## src/rtl/freq_gate_counter.sv

```systemverilog
// Gated frequency counter: counts synchronised rising edges of sigdin over a fixed
// window of GATE_CYCLES clocks and latches the 4-digit BCD result plus overflow/range flags.
module freq_gate_counter #(
   parameter int GATE_CYCLES = 50000000,
   parameter int GATE_W      = 26
) (
   input  logic        clk,
   input  logic        rst,
   input  logic        sigdin,
   input  logic        SW2,
   output logic [15:0] bcd,
   output logic        ovf,
   output logic        range,
   output logic        valid
);

   localparam logic [GATE_W-1:0] GATE_LAST = GATE_W'(GATE_CYCLES - 1);

   typedef enum logic [1:0] {
      COUNT = 2'd0,
      LATCH = 2'd1,
      CLEAR = 2'd2
   } state_t;

   state_t              state_reg;
   state_t              state_next;
   logic [GATE_W-1:0]   gate_reg;
   logic                s1_reg;
   logic                s2_reg;
   logic                s3_reg;
   logic                sig_edge;
   logic [15:0]         count_reg;
   logic [15:0]         count_inc;
   logic [4:0]          carry;
   logic                count_full;
   logic                ovf_int_reg;
   logic                range_int_reg;

   // s1/s2 resolve metastability; s3 delays s2 by one cycle for edge detection
   always_ff @(posedge clk) begin
      if (rst) begin
         s1_reg <= 1'b0;
         s2_reg <= 1'b0;
         s3_reg <= 1'b0;
      end else begin
         s1_reg <= sigdin;
         s2_reg <= s1_reg;
         s3_reg <= s2_reg;
      end
   end

   assign sig_edge = s2_reg & ~s3_reg;

   // Cascaded decade increment: a digit rolls 9->0 and passes the carry upward
   assign carry[0] = 1'b1;
   generate
      for (genvar gi = 0; gi < 4; gi++) begin : g_digit
         logic [3:0] digit;
         assign digit          = count_reg[4*gi +: 4];
         assign carry[gi+1]    = carry[gi] & (digit == 4'd9);
         assign count_inc[4*gi +: 4] = !carry[gi]     ? digit :
                                       (digit == 4'd9) ? 4'd0  : digit + 4'd1;
      end
   endgenerate

   assign count_full = (count_reg == 16'h9999);

   always_comb begin
      state_next = state_reg;
      case (state_reg)
         COUNT:   if (gate_reg == GATE_LAST) state_next = LATCH;
         LATCH:   state_next = CLEAR;
         CLEAR:   state_next = COUNT;
         default: state_next = COUNT;
      endcase
   end

   always_ff @(posedge clk) begin
      if (rst) begin
         state_reg     <= COUNT;
         gate_reg      <= '0;
         count_reg     <= 16'h0000;
         ovf_int_reg   <= 1'b0;
         range_int_reg <= SW2;
         bcd           <= 16'h0000;
         ovf           <= 1'b0;
         range         <= 1'b0;
         valid         <= 1'b0;
      end else begin
         state_reg <= state_next;
         valid     <= 1'b0;
         case (state_reg)
            COUNT: begin
               gate_reg <= gate_reg + 1'b1;
               if (sig_edge) begin
                  if (count_full) ovf_int_reg <= 1'b1;
                  else            count_reg   <= count_inc;
               end
            end
            LATCH: begin
               bcd   <= count_reg;
               ovf   <= ovf_int_reg;
               range <= range_int_reg;
               valid <= 1'b1;
            end
            CLEAR: begin
               count_reg     <= 16'h0000;
               ovf_int_reg   <= 1'b0;
               gate_reg      <= '0;
               range_int_reg <= SW2;
            end
            default: ;
         endcase
      end
   end

endmodule

```

## config.mk

```make
export PLATFORM = sky130hd
export DESIGN_NAME = freq_gate_counter
export DESIGN_NICKNAME = d
export VERILOG_FILES = /design/src/rtl/freq_gate_counter.sv
export SDC_FILE = /design/constraint.sdc
export NUM_CORES = 1
export LEC_CHECK = 0
export ABC_AREA = 1
export CAP_MARGIN = 20
export CORE_MARGIN = 5
export CORE_UTILIZATION = 58
export CTS_CLUSTER_DIAMETER = 150
export DETAILED_ROUTE_END_ITERATION = 8
export PLACE_DENSITY = 0.86
export SYNTH_ARGS = -nofsm -noshare
export SYNTH_HDL_FRONTEND = slang
export SYNTH_SLANG_ARGS = --single-unit
```

## constraint.sdc

```tcl
create_clock -name clk -period 1.9 [get_ports clk]
set_input_delay 0.19 -clock clk [delete_from_list [all_inputs] [get_ports clk]]
set_output_delay 0.19 -clock clk [all_outputs]
set_load 0.02 [all_outputs]
```

==> impl_metrics.ini <==
[sta]
final-setup-viol-count = 0
relSlewSlack_pct = 71.03
timing.final.max_slew_violations = 0
fin_crit_sh_pct = 87.61
final.hold.worst_slack_ps = 363.5
final.setup_skew_ps = 6.469
final.min_clock_period_ps = 1665
rsz0062_at_grt = false
setup-tns-final_ps = 0
max_freq_mhz = 600.7
timing_hold_violations_final = 0
max_slew.worst_pin.slew_ps = 434.0

[layout]
final_cells = 568
largest_register_ffs = 26
areaGrowthSynthToFinish_pct = 13.73
drive_gt1_share_pct = 8.871
number_of_inserted_diodes = 0
layout.nets = 505

[synthesis]
synthCells = 465
synth_edf_count = 1
yosysWarnings = 0
number_of_synthesized_register_bits = 68
most_used_dff_post_synth = sky130_fd_sc_hd__dfxtp_1
syn-mean-instance-area_um2 = 7.112
share_of_synthesized_flip_flops_with_an_asynchronous_set_or_reset_pct = 0
synth_fp_nets = 478
synth.top_cells.by_count = 93 x sky130_fd_sc_hd__nand2_1, 88 x sky130_fd_sc_hd__nor2_1, 67 x sky130_fd_sc_hd__dfxtp_1, 43 x sky130_fd_sc_hd__inv_1, 38 x sky130_fd_sc_hd__a21oi_1
synth.yosys.seq_area_share_pct = 41.47
synth_top_area_cells = sky130_fd_sc_hd__dfxtp_1 41%, sky130_fd_sc_hd__nand2_1 11%, sky130_fd_sc_hd__nor2_1 10%, sky130_fd_sc_hd__a21oi_1 5.8%, sky130_fd_sc_hd__inv_1 4.9%
synth_top_cell_area_share_pct = 40.56
synthDominantAreaCellType = sky130_fd_sc_hd__dfxtp_1
ys_types = 38
synth.cell_area_um2 = 3307
yosys.cell_count.top_type = sky130_fd_sc_hd__nand2_1

[global_route]
wire_length_of_the_first_global_routing_pass_mm = 12.26
grt_pass1_vias = 2804
grt_antenna_before_repair = 0
grt.total_usage_pct = 20.63
grt_start_max_net_pins = 36
grt.overflow.total = 0

[critical_path]
worst_path_dominant_cell_family = simple AND/OR/NAND/NOR gates
slowest_stage = sky130_fd_sc_hd__dfxtp_1
crit_fanout = 7
worst_setup_path_end_kind = flop
r2r_slack_ps = 240
cp_num_buf_inv = 1
cp_cell_sequence = ha_1, inv_1, nor2_1, nand3_1, nor2_4, a21oi_2, nor2_1, nor2_1
arrival_time_reported_for_the_critical_path_endpoint_ps = 1900
crit_path_frequent_cell = sky130_fd_sc_hd__nor2_1
required_time_of_the_critical_path_ps = 2130
crit_path_max_incr_delay_ps = 410
criticalPathCategory = reg2reg
start_kind = flop

[route]
drt_pre_antenna_iters = 4
vias = 3012
routed_wirelength_mm = 7.081
drc_markers = 0
final_antenna_net_count = 0
routed_via_density = 5.303
initialDrtViolationCount = 176
drt-wirelength-per-cell_um = 12.47

[die]
boundaryPins = 23
initial_core_util_pct = 59.69
die_width_um = 85.51
floorplan.die_area_um2 = 7312
core_area_um2 = 5540
core_rows = 27
height_of_the_chip_um = 85.51

[outcome]
outcome = complete, no violations

[clocking]
worstSkewPairLatency_ps = 330
cts_tree = done
cts_made_buffers = 9
root_buffer = sky130_fd_sc_hd__clkbuf_8
clockBufferDepth = 2
tritoncts_num_sinks = 68
clk_pin_slew_ps = 70
htree_num_levels = 3

[place]
dp_hpwl_mm = 5.245
dp_cells = 553
place.port_buffers = 22
gp_congestion = 0.9157

[run]
timing.max_cap.violations = 0

[pwr]
worst_ir_drop_vdd_mv = 0.5144
power.static_leakage_nw = 1.567
power_density_nw_per_um2 = 679.3

[hold_path]
min_path_type = in2reg
[metal layers]
metal | vias up | track usage, % | wire (um)
met5 | - | 0 | 0
met4 | 0 | 10.07 | 180
met3 | 19 | 3.842 | 299
met2 | 77 | 36.16 | 3592
met1 | 1362 | 24.09 | 3008
li1 | 1554 | - | -
[worst register-to-register path, stage by stage (launching register included)]
cell and delay (ps):
sky130_fd_sc_hd__dfxtp_1 410, sky130_fd_sc_hd__ha_1 220, sky130_fd_sc_hd__inv_1 70, sky130_fd_sc_hd__nor2_1 200, sky130_fd_sc_hd__nand3_1 210, sky130_fd_sc_hd__nor2_4 230, sky130_fd_sc_hd__a21oi_2 90, sky130_fd_sc_hd__nor2_1 100
sky130_fd_sc_hd__nor2_1 50
[kinds of logic (layout without fill, tap and decap cells)]
logic type,Yosys count,in the layout,synth area share [%]
and+or+nand+nor,254,254,35.07
AOI/OAI and AO/OA,69,69,10.90
DFF,68,68,41.47
buffers and inverters,60,91,7.831
adders and majority gates,9,9,3.405
xor gates and xnor gates,5,5,1.324
[cells in the final DEF (no fill, tap or decap), drive strengths merged]
master | netlist | layout
edfxtp | 1 | 1
o21bai | 1 | 1
or2 | 1 | 1
clkinv | 0 | 3
nand3 | 29 | 29
nor2 | 97 | 97
ha | 9 | 9
o211ai | 1 | 1
a21oi | 39 | 39
and3 | 1 | 1
o21ai | 25 | 25
buf | 6 | 4
nor4 | 1 | 1
nand4 | 12 | 12
dfxtp | 67 | 67
clkdlybuf4s50 | 0 | 22
a31oi | 1 | 1
xor2 | 4 | 4
xnor2 | 1 | 1
nor3 | 10 | 10
nand3b | 2 | 2
nor3b | 1 | 1
o21a | 1 | 1
inv | 50 | 50
nand2 | 100 | 100
clkbuf | 4 | 12
a211oi | 1 | 1
[area by class of cell]
| class | count | area (um2) |
|---|---|---|
| Timing Repair Buffer | 26 | 262.8 |
| Fill cell | 470 | 1779 |
| Clock inverter | 3 | 15.01 |
| Inverter | 50 | 192.7 |
| Sequential cell | 68 | 1371 |
| Multi-Input combinational cell | 337 | 1684 |
| Tap cell | 72 | 90.09 |
| Clock buffer | 12 | 145.1 |
[report_power, final]
| group | total [mW] | leakage [nW] | internal [mW] | switching, mW |
|---|---|---|---|---|
| clock network | 1.01 | 0.0860 | 0.497 | 0.513 |
| registers | 1.45 | 0.551 | 1.44 | 0.0124 |
| logic | 0.0916 | 0.930 | 0.0349 | 0.0567 |
| total | 2.55 | 1.57 | 1.97 | 0.582 |
[path summary, 6_finish.rpt]
path                                          startpoint                         to  cells after the start
worst max register to register  gate_reg[0]$_SDFFE_PP0P_  gate_reg[14]$_SDFFE_PP0P_                      8
worst max-delay path            gate_reg[0]$_SDFFE_PP0P_  gate_reg[14]$_SDFFE_PP0P_                      8
worst min-delay path                              sigdin          s1_reg$_SDFF_PP0_                      3
worst min register to register         s1_reg$_SDFF_PP0_          s2_reg$_SDFF_PP0_                      2
[stage by stage]
stage	setup slack [ps]	power, mW	utilization (%)	instance area (um2)
3_3_place_gp	256.9	1.573	64.86	3593
4_1_cts	170.1	2.570	67.75	3754
6_report	235.3	2.555	67.89	3761
3_5_place_dp	190.3	1.578	64.86	3593
2_1_floorplan	496.1	1.552	-	3307
5_1_grt	79.50	2.653	67.89	3761
[repair_timing]
item / CTS / global route
setup buffers: 0 / 0
endpoints found under the setup margin: 0 / 2
resized for setup: 0 / 1
hold buffers: 0 / 0
No activity file was read; power rests on OpenSTA's default activity.
